[config.mk]
export PLATFORM = sky130hd
export DESIGN_NAME = bank_erase_ctrl_flat
export DESIGN_NICKNAME = d
export VERILOG_FILES = /design/src/rtl/bank_erase_pkg.sv /design/src/rtl/bank_erase_ctrl_if.sv /design/src/rtl/erase_w_gen.sv /design/src/rtl/bank_erase_ctrl.sv /design/src/flat_wrapper.sv
export SDC_FILE = /design/constraint.sdc
export NUM_CORES = 1
export LEC_CHECK = 0
export BUFFER_PORTS_ARGS = -buffer_cell sky130_fd_sc_hd__buf_4
export CELL_PAD_IN_SITES_DETAIL_PLACEMENT = 1
export CELL_PAD_IN_SITES_GLOBAL_PLACEMENT = 1
export CORE_AREA = 4 4 269 271
export CTS_CLUSTER_SIZE = 16
export DETAILED_ROUTE_END_ITERATION = 12
export DIE_AREA = 0 0 273 275
export GPL_TIMING_DRIVEN = 0
export PLACE_DENSITY = 0.6
export SYNTH_ARGS = -nofsm -noshare
export SYNTH_HDL_FRONTEND = slang
export SYNTH_HIERARCHICAL = 1
export SYNTH_SLANG_ARGS = --single-unit
[constraint.sdc]
create_clock -name clk -period 4.2 [get_ports clk]
set_input_delay 0.63 -clock clk [delete_from_list [all_inputs] [get_ports clk]]
set_output_delay 0.63 -clock clk [all_outputs]
set_load 0.005 [all_outputs]
[src/rtl/bank_erase_pkg.sv]
// Shared constants, FSM state type and helpers for the bank erase controller.
package bank_erase_pkg;

  localparam logic [1:0] AXI_BURST_INCR = 2'b01;
  localparam logic [1:0] AXI_RESP_OKAY  = 2'b00;

  typedef enum logic {
    IDLE = 1'b0,
    RUN  = 1'b1
  } erase_state_e;

  // AWSIZE encoding: log2 of the bytes per beat of a DATA_WBITS-wide bus.
  function automatic logic [2:0] axi_size(input int data_wbits);
    logic [2:0] s;
    s = 3'd0;
    for (int i = 0; i < 8; i++) begin
      if ((1 << i) == (data_wbits / 8)) s = 3'(i);
    end
    return s;
  endfunction

endpackage

[src/rtl/bank_erase_ctrl_if.sv]
// AXI4 write-only bus between the erase controller (master) and the bank's
// memory port (slave).
//
// Handshake: every channel transfers on a cycle where VALID and READY are both
// high at the rising clock edge. A master holds VALID and its payload stable
// until that transfer; READY may toggle freely.
interface bank_erase_ctrl_if #(
  parameter int DATA_WBITS = 512,
  parameter int ADDR_BITS  = 64
);
  logic [ADDR_BITS-1:0]    M_AXI_AWADDR;
  logic [7:0]              M_AXI_AWLEN;
  logic [2:0]              M_AXI_AWSIZE;
  logic [1:0]              M_AXI_AWBURST;
  logic                    M_AXI_AWVALID;
  logic                    M_AXI_AWREADY;
  logic [DATA_WBITS-1:0]   M_AXI_WDATA;
  logic [DATA_WBITS/8-1:0] M_AXI_WSTRB;
  logic                    M_AXI_WLAST;
  logic                    M_AXI_WVALID;
  logic                    M_AXI_WREADY;
  logic [1:0]              M_AXI_BRESP;
  logic                    M_AXI_BVALID;
  logic                    M_AXI_BREADY;

  modport master (
    output M_AXI_AWADDR, M_AXI_AWLEN, M_AXI_AWSIZE, M_AXI_AWBURST, M_AXI_AWVALID,
    output M_AXI_WDATA, M_AXI_WSTRB, M_AXI_WLAST, M_AXI_WVALID,
    output M_AXI_BREADY,
    input  M_AXI_AWREADY, M_AXI_WREADY, M_AXI_BRESP, M_AXI_BVALID
  );

  modport slave (
    input  M_AXI_AWADDR, M_AXI_AWLEN, M_AXI_AWSIZE, M_AXI_AWBURST, M_AXI_AWVALID,
    input  M_AXI_WDATA, M_AXI_WSTRB, M_AXI_WLAST, M_AXI_WVALID,
    input  M_AXI_BREADY,
    output M_AXI_AWREADY, M_AXI_WREADY, M_AXI_BRESP, M_AXI_BVALID
  );
endinterface

[src/rtl/erase_w_gen.sv]
// Write-data channel of the erase controller: streams beats of whole bursts
// whenever an issued (or issuing) AW burst still lacks its data.
module erase_w_gen #(
  parameter int BURST_BEATS = 64
) (
  input  logic clk,
  input  logic resetn,
  input  logic run,
  input  logic bursts_avail,
  input  logic wready,
  output logic wvalid,
  output logic wlast,
  output logic burst_done
);

  localparam logic [7:0] LAST_BEAT = 8'(BURST_BEATS - 1);

  logic [7:0] beat_q;
  logic       at_last;
  logic       w_hs;

  assign at_last    = (beat_q == LAST_BEAT);
  assign wvalid     = run & bursts_avail;
  assign wlast      = wvalid & at_last;
  assign w_hs       = wvalid & wready;
  assign burst_done = w_hs & at_last;

  // Beat position inside the current burst; wraps after the last beat.
  always_ff @(posedge clk or negedge resetn) begin
    if (!resetn) begin
      beat_q <= 8'd0;
    end else if (w_hs) begin
      beat_q <= at_last ? 8'd0 : beat_q + 8'd1;
    end
  end

endmodule

[src/rtl/bank_erase_ctrl.sv]
// AXI4 write master that fills one DDR bank with FILL_PATTERN on request.
// Optional feature macro: BANK_ERASE_TIMER_EN (measures erase duration into
// erase_cycles; without it erase_cycles is constant 0).
module bank_erase_ctrl
  import bank_erase_pkg::*;
#(
  parameter int                   DATA_WBITS      = 512,
  parameter int                   ADDR_BITS       = 64,
  parameter logic [ADDR_BITS-1:0] BASE_ADDR       = '0,
  parameter logic [63:0]          RAM_BYTES       = 64'h4_0000_0000,
  parameter int                   BURST_BEATS     = 64,
  parameter int                   MAX_OUTSTANDING = 16,
  parameter logic [31:0]          FILL_PATTERN    = 32'hFFFF_FFFF
) (
  input  logic                clk,
  input  logic                resetn,
  input  logic                erase_ram,
  output logic                erase_idle,
  output logic                erase_error,
  output logic [31:0]         erase_cycles,
  output erase_state_e        dbg_state,
  bank_erase_ctrl_if.master   m_axi
);

  localparam int                   DB          = DATA_WBITS / 8;
  localparam logic [63:0]          BURST_B64   = 64'(BURST_BEATS * DB);
  localparam logic [63:0]          NBURSTS_64  = RAM_BYTES / BURST_B64;
  localparam logic [31:0]          NBURSTS     = NBURSTS_64[31:0];
  localparam logic [ADDR_BITS-1:0] BURST_BYTES = ADDR_BITS'(BURST_BEATS * DB);
  localparam int                   OUT_W       = $clog2(MAX_OUTSTANDING + 1);
  localparam logic [OUT_W-1:0]     OUT_MAX     = OUT_W'(MAX_OUTSTANDING);

  erase_state_e         state_q, state_d;
  logic                 erase_start, erase_done, run;
  logic [31:0]          aw_cnt, w_cnt, b_cnt;
  logic [OUT_W-1:0]     outstanding_q;
  logic [ADDR_BITS-1:0] awaddr_q;
  logic                 erase_error_q;
  logic                 awvalid, aw_hs, b_hs, bursts_avail, burst_done;

  assign run          = (state_q == RUN);
  assign awvalid      = run && (aw_cnt < NBURSTS) && (outstanding_q < OUT_MAX);
  assign aw_hs        = awvalid & m_axi.M_AXI_AWREADY;
  assign b_hs         = run & m_axi.M_AXI_BVALID;
  // A burst whose AW handshakes this cycle may already send its first beat.
  assign bursts_avail = (w_cnt < aw_cnt) | aw_hs;

  // State register.
  always_ff @(posedge clk or negedge resetn) begin
    if (!resetn) state_q <= IDLE;
    else         state_q <= state_d;
  end

  // Next state: start on the strobe, finish on the final write response.
  always_comb begin
    state_d     = state_q;
    erase_start = 1'b0;
    erase_done  = 1'b0;
    case (state_q)
      IDLE: if (erase_ram) begin
        erase_start = 1'b1;
        state_d     = RUN;
      end
      RUN: if (b_hs && (b_cnt == NBURSTS - 32'd1)) begin
        erase_done = 1'b1;
        state_d    = IDLE;
      end
      default: state_d = IDLE;
    endcase
  end

  // Burst bookkeeping: issued, data-complete, responded and in-flight counts.
  always_ff @(posedge clk or negedge resetn) begin
    if (!resetn) begin
      aw_cnt        <= '0;
      w_cnt         <= '0;
      b_cnt         <= '0;
      outstanding_q <= '0;
      awaddr_q      <= BASE_ADDR;
      erase_error_q <= 1'b0;
    end else if (erase_start) begin
      aw_cnt        <= '0;
      w_cnt         <= '0;
      b_cnt         <= '0;
      outstanding_q <= '0;
      awaddr_q      <= BASE_ADDR;
      erase_error_q <= 1'b0;
    end else if (run) begin
      if (aw_hs) begin
        aw_cnt   <= aw_cnt + 32'd1;
        awaddr_q <= awaddr_q + BURST_BYTES;
      end
      if (burst_done) w_cnt <= w_cnt + 32'd1;
      if (b_hs) begin
        b_cnt <= b_cnt + 32'd1;
        if (m_axi.M_AXI_BRESP != AXI_RESP_OKAY) erase_error_q <= 1'b1;
      end
      case ({aw_hs, b_hs})
        2'b10:   outstanding_q <= outstanding_q + 1'b1;
        2'b01:   outstanding_q <= outstanding_q - 1'b1;
        default: outstanding_q <= outstanding_q;
      endcase
    end
  end

  erase_w_gen #(.BURST_BEATS(BURST_BEATS)) u_w_gen (
    .clk          (clk),
    .resetn       (resetn),
    .run          (run),
    .bursts_avail (bursts_avail),
    .wready       (m_axi.M_AXI_WREADY),
    .wvalid       (m_axi.M_AXI_WVALID),
    .wlast        (m_axi.M_AXI_WLAST),
    .burst_done   (burst_done)
  );

  assign m_axi.M_AXI_AWADDR  = awaddr_q;
  assign m_axi.M_AXI_AWLEN   = 8'(BURST_BEATS - 1);
  assign m_axi.M_AXI_AWSIZE  = axi_size(DATA_WBITS);
  assign m_axi.M_AXI_AWBURST = AXI_BURST_INCR;
  assign m_axi.M_AXI_AWVALID = awvalid;
  assign m_axi.M_AXI_WDATA   = {(DATA_WBITS / 32){FILL_PATTERN}};
  assign m_axi.M_AXI_WSTRB   = '1;
  assign m_axi.M_AXI_BREADY  = run;

  assign erase_idle  = (state_q == IDLE);
  assign erase_error = erase_error_q;
  assign dbg_state   = state_q;

`ifdef BANK_ERASE_TIMER_EN
  logic [31:0] timer_q, timer_inc, cycles_q;

  assign timer_inc = (timer_q == 32'hFFFF_FFFF) ? timer_q : timer_q + 32'd1;

  // Count RUN cycles (saturating) and latch the total including the final cycle.
  always_ff @(posedge clk or negedge resetn) begin
    if (!resetn) begin
      timer_q  <= '0;
      cycles_q <= '0;
    end else begin
      if (erase_start) timer_q <= '0;
      else if (run)    timer_q <= timer_inc;
      if (erase_done)  cycles_q <= timer_inc;
    end
  end

  assign erase_cycles = cycles_q;
`else
  assign erase_cycles = 32'd0;
`endif

endmodule

[src/flat_wrapper.sv]
// flat-port wrapper written by rule: the top's interface ports become plain ports
module bank_erase_ctrl_flat import bank_erase_pkg::*;
#(
  parameter int                   DATA_WBITS      = 512,
  parameter int                   ADDR_BITS       = 64,
  parameter logic [ADDR_BITS-1:0] BASE_ADDR       = '0,
  parameter logic [63:0]          RAM_BYTES       = 64'h4_0000_0000,
  parameter int                   BURST_BEATS     = 64,
  parameter int                   MAX_OUTSTANDING = 16,
  parameter logic [31:0]          FILL_PATTERN    = 32'hFFFF_FFFF
)
  (clk, resetn, erase_ram, erase_idle, erase_error, erase_cycles, dbg_state, m_axi_M_AXI_AWADDR, m_axi_M_AXI_AWLEN, m_axi_M_AXI_AWSIZE, m_axi_M_AXI_AWBURST, m_axi_M_AXI_AWVALID, m_axi_M_AXI_WDATA, m_axi_M_AXI_WSTRB, m_axi_M_AXI_WLAST, m_axi_M_AXI_WVALID, m_axi_M_AXI_BREADY, m_axi_M_AXI_AWREADY, m_axi_M_AXI_WREADY, m_axi_M_AXI_BRESP, m_axi_M_AXI_BVALID);
  bank_erase_ctrl_if #(.DATA_WBITS(DATA_WBITS), .ADDR_BITS(ADDR_BITS)) m_axi_i ();
  input  logic clk;
  input  logic resetn;
  input  logic erase_ram;
  output logic erase_idle;
  output logic erase_error;
  output logic [31:0] erase_cycles;
  output erase_state_e dbg_state;
  output wire logic [$bits(m_axi_i.M_AXI_AWADDR)-1:0] m_axi_M_AXI_AWADDR;
  output wire logic [$bits(m_axi_i.M_AXI_AWLEN)-1:0] m_axi_M_AXI_AWLEN;
  output wire logic [$bits(m_axi_i.M_AXI_AWSIZE)-1:0] m_axi_M_AXI_AWSIZE;
  output wire logic [$bits(m_axi_i.M_AXI_AWBURST)-1:0] m_axi_M_AXI_AWBURST;
  output wire logic [$bits(m_axi_i.M_AXI_AWVALID)-1:0] m_axi_M_AXI_AWVALID;
  output wire logic [$bits(m_axi_i.M_AXI_WDATA)-1:0] m_axi_M_AXI_WDATA;
  output wire logic [$bits(m_axi_i.M_AXI_WSTRB)-1:0] m_axi_M_AXI_WSTRB;
  output wire logic [$bits(m_axi_i.M_AXI_WLAST)-1:0] m_axi_M_AXI_WLAST;
  output wire logic [$bits(m_axi_i.M_AXI_WVALID)-1:0] m_axi_M_AXI_WVALID;
  output wire logic [$bits(m_axi_i.M_AXI_BREADY)-1:0] m_axi_M_AXI_BREADY;
  input wire logic [$bits(m_axi_i.M_AXI_AWREADY)-1:0] m_axi_M_AXI_AWREADY;
  input wire logic [$bits(m_axi_i.M_AXI_WREADY)-1:0] m_axi_M_AXI_WREADY;
  input wire logic [$bits(m_axi_i.M_AXI_BRESP)-1:0] m_axi_M_AXI_BRESP;
  input wire logic [$bits(m_axi_i.M_AXI_BVALID)-1:0] m_axi_M_AXI_BVALID;
  assign m_axi_M_AXI_AWADDR = m_axi_i.M_AXI_AWADDR;
  assign m_axi_M_AXI_AWLEN = m_axi_i.M_AXI_AWLEN;
  assign m_axi_M_AXI_AWSIZE = m_axi_i.M_AXI_AWSIZE;
  assign m_axi_M_AXI_AWBURST = m_axi_i.M_AXI_AWBURST;
  assign m_axi_M_AXI_AWVALID = m_axi_i.M_AXI_AWVALID;
  assign m_axi_M_AXI_WDATA = m_axi_i.M_AXI_WDATA;
  assign m_axi_M_AXI_WSTRB = m_axi_i.M_AXI_WSTRB;
  assign m_axi_M_AXI_WLAST = m_axi_i.M_AXI_WLAST;
  assign m_axi_M_AXI_WVALID = m_axi_i.M_AXI_WVALID;
  assign m_axi_M_AXI_BREADY = m_axi_i.M_AXI_BREADY;
  assign m_axi_i.M_AXI_AWREADY = m_axi_M_AXI_AWREADY;
  assign m_axi_i.M_AXI_WREADY = m_axi_M_AXI_WREADY;
  assign m_axi_i.M_AXI_BRESP = m_axi_M_AXI_BRESP;
  assign m_axi_i.M_AXI_BVALID = m_axi_M_AXI_BVALID;
  bank_erase_ctrl #(.DATA_WBITS(DATA_WBITS), .ADDR_BITS(ADDR_BITS), .BASE_ADDR(BASE_ADDR), .RAM_BYTES(RAM_BYTES), .BURST_BEATS(BURST_BEATS), .MAX_OUTSTANDING(MAX_OUTSTANDING), .FILL_PATTERN(FILL_PATTERN)) u_core (.clk(clk), .resetn(resetn), .erase_ram(erase_ram), .erase_idle(erase_idle), .erase_error(erase_error), .erase_cycles(erase_cycles), .dbg_state(dbg_state), .m_axi(m_axi_i));
endmodule
==> reports/metrics.cfg <==
[status]
status=complete, no violations

[floorplan]
rows=97
die_y_um=275
ios=700
dieArea_mm2=0.07508
die_w_um=273
start_util_pct=19.79
core_area_mm2=0.06979

[clock_network]
cts_root_buffer=clkbuf_16
clockBufferDepth=2
cts-htree-levels=4
cts_buffers=17
worstSkewPairLatency_ns=0.45
clk_pin_slew_ns=0.07
ctsHoldBuffers=0
cts_tree=done
cts_sinks=163

[sta]
hold_violations=0
fin_skew_ns=0.01529
worst_slew_pin_slew_ns=0.8332
drv_slew=0
min_period_ns=3.922
period_share_pct=93.39
finalSetupViolCount=0
tns_ns=0
fmax_mhz=255.0
setup_ws_ns=0.2777
maxSlewHeadroom_pct=44.46

[critical_path]
path_buf_inv=3
cp_slowest_cell=or4_1
critPathRequiredTime_ns=4.59
crit_family=simple AND/OR/NAND/NOR gates
reg2reg_from=u_core/aw_cnt[23]$_DFFE_PN0P_
worstPathArrival_ns=4.31
path_cells=inv_1 > ha_1 > a2111oi_2 > o21ai_0 > a41oi_1 > o21ai_0 > a22oi_2 > nand4_1 > nor4_4 > buf_4 > nand2_2 > nor4_4 > buf_4 > nand2_2 > or4_1 > nand2_1
setup.worst_path.end_class=flip-flop
rrSetupSlack_ns=0.28
worst-setup-path-type=flip-flop to flip-flop
max_stage_delay_ns=0.42
r2r_end=u_core/w_cnt[26]$_DFFE_PN0P_
startpoint_type=flip-flop
crit_fanout=9
reg2reg_depth=16

[placed_design]
gp_congestion=0.7798
dp_hpwl_mm=35.80
place_area_mm2=0.01788
io_buffers=65
post-place-ws_ns=-2.839

[detailed_routing]
ant_nets=0
post_drt_wl_per_cell_um=13.40
wl_mm=44.23
first_pass_iters=4
vias_per_cell=3.544
drt_iter0_drc=470
route.detailed.drc=0
route.vias.total=11700

[global_routing]
antenna_found_initial=1
grt_pass1_wl_mm=66.34
grt_usage_pct=11.00
grt-ovfl-total=0
grt_max_degree=88
grt_pass1_vias=12020

[finish]
num-fill-cells=8579
syn_to_final_growth_pct=34.80
fin_util_pct=26.67
num-nets-final=2396
antenna_cells=0
final_area_mm2=0.01862
drive_above_1_share_pct=33.04

[synth]
async_flop_share_pct=100.0
seq_area_frac_synth_pct=29.54
synth_top_area_share_pct=34.47
synth.largest_area_cell=buf_4
ys.flop_type=dfrtp_1
ys_warn_count=6
syn_avg_cell_area_um2=8.535
yosys-top-cells-area=buf_4, dfrtp_1, ha_1
synth_edf_count=0
syn-cell-area_mm2=0.01381
ys_ff_latch=163
synth.distinct_cells=57
synthCells=1618

[power]
leakage_nw=9.456
power_per_cell_area_mw_per_mm2=234.3
ir_worst_vdd_uv=312.9
power_mw=4.362

[worst_hold_path]
hp-class=primary input to async pin

[flow_run]
maxCapViolations=0

==> worst register-to-register path: stages (launching register included) <==
cell	delay [ns]
dfrtp_1	0.40
inv_1	0.08
ha_1	0.34
a2111oi_2	0.32
o21ai_0	0.14
a41oi_1	0.20
o21ai_0	0.15
a22oi_2	0.34
nand4_1	0.25
nor4_4	0.25
buf_4	0.18
nand2_2	0.16
nor4_4	0.28
buf_4	0.18
nand2_2	0.11
or4_1	0.42
nand2_1	0.08
==> synth_stat cells, types with 2 or more instances <==
cell / number
a22oi_1: 2
a2111oi_0: 2
nor4b_1: 2
nor3_1: 18
and3_1: 15
or2_2: 7
ha_1: 39
o32ai_1: 2
dfrtp_1: 163
nand4_1: 43
buf_2: 2
nor2_1: 79
or4_1: 26
mux2i_1: 20
o2111ai_1: 2
and4_1: 14
inv_1: 52
o41ai_1: 3
or3_1: 15
o21ai_0: 48
clkbuf_1: 33
xnor2_1: 38
xor2_1: 17
nor4bb_1: 2
nand4_2: 2
o211ai_1: 16
buf_4: 634
o221ai_1: 2
nand3_1: 75
o311ai_0: 3
nor2b_1: 3
buf_1: 3
o31ai_1: 30
buf_6: 2
nor4_1: 26
a21oi_1: 46
a31oi_1: 3
nand2b_1: 4
and2_1: 3
conb_1: 2
a21o_1: 4
nor4_2: 2
nand2_1: 100
==> report_power, final <==
part	leakage (nW)	internal [mW]	switching, mW
registers	2.22	1.67	0.126
logic	6.96	0.558	0.488
clock network	0.277	0.800	0.723
total	9.46	3.03	1.34
==> cell usage in the layout, fill, tap and decap left out, types with 7 or more instances in the layout <==
cell type	count
and3_1	15
xor2_1	17
nand4_1	43
o21ai_0	48
clkbuf_1	31
ha_1	39
or2_2	7
inv_1	52
nand2_1	98
o31ai_1	30
conb_1	633
dfrtp_1	162
or4_1	26
nor4_1	23
nor2_1	79
and4_1	13
mux2i_1	20
a21oi_1	46
nand3_1	75
clkbuf_16	17
o211ai_1	16
nor3_1	17
xnor2_1	38
buf_4	713
or3_1	15
==> routing by layer <==
metal | vias to the layer above | wire length, µm | track usage, %
met5 | - | 0 | 0
met4 | 0 | 413 | 2.383
met3 | 26 | 3026 | 2.669
met2 | 334 | 24160 | 21.11
met1 | 5646 | 16630 | 12.27
li1 | 5694 | - | -
==> sequential cells by signal, indices dropped and copies added, names as in the netlist <==
register and count:
u_core/m_axi.M_AXI_AWADDR 52, u_core/aw_cnt 32, u_core/b_cnt 32, u_core/w_cnt 32
u_core/u_w_gen/beat_q 8, u_core/outstanding_q 5, u_core/dbg_state 1, u_core/erase_error 1
==> stage by stage <==
| stage | hold WS [ns] | std cells |
|---|---|---|
| floorplan | 0.3344 | 2249 |
| global placement | 0.4687 | 3254 |
| detailed placement | 0.4736 | 3255 |
| CTS | 0.1914 | 3294 |
| global route | 0.2291 | 3301 |
| finish | 0.1756 | 3301 |
==> timing repair <==
item	in CTS	in global routing
buffers inserted	8	7
setup endpoints to repair	36	15
pin swaps	5	3
resized for setup	10	9
==> final cells by class <==
| type | instances | area (µm²) | share of cell area (%) |
|---|---|---|---|
| Buffer | 673 | 4926 | 26.46 |
| Inverter | 52 | 195.2 | 1.049 |
| Clock inverter | 12 | 96.34 | 0.5175 |
| Clock buffer | 20 | 456.7 | 2.453 |
| Sequential cell | 163 | 4083 | 21.93 |
| Multi-Input combinational cell | 1360 | 7047 | 37.85 |
| Tap cell | 940 | 1176 | 6.318 |
| Timing Repair Buffer | 81 | 635.6 | 3.414 |
==> how the worst max path moves through the flow <==
| stage | startpoint | endpoint | slack, ns | cells past startpoint |
|---|---|---|---|---|
| 6_report | u_core/aw_cnt[23]$_DFFE_PN0P_ | u_core/w_cnt[26]$_DFFE_PN0P_ | 0.28 | 16 |
| 5_1_grt | u_core/aw_cnt[25]$_DFFE_PN0P_ | u_core/w_cnt[26]$_DFFE_PN0P_ | -0.01 | 14 |
| 4_1_cts | u_core/aw_cnt[23]$_DFFE_PN0P_ | u_core/w_cnt[26]$_DFFE_PN0P_ | 0.04 | 16 |
| 3_5_place_dp | u_core/dbg_state$_DFF_PN0_ | u_core/w_cnt[26]$_DFFE_PN0P_ | -2.84 | 13 |
| 3_3_place_gp | u_core/dbg_state$_DFF_PN0_ | u_core/w_cnt[31]$_DFFE_PN0P_ | -3.12 | 14 |
| 2_1_floorplan | u_core/dbg_state$_DFF_PN0_ | u_core/w_cnt[31]$_DFFE_PN0P_ | -0.06 | 14 |
==> cell families after synthesis <==
kind of cell               Yosys count  share of synthesized area, %
AOI/OAI and AO/OA                  167                         7.502
xor gates and xnor gates            55                         3.488
DFF                                163                         29.54
and+or+nand+nor                    444                         17.12
adders and majority gates           40                         3.679
buffers and inverters              726                         37.09
other                                2                       0.05438
muxes                               21                         1.531
Note: power is estimated with default switching activity, not from simulation.
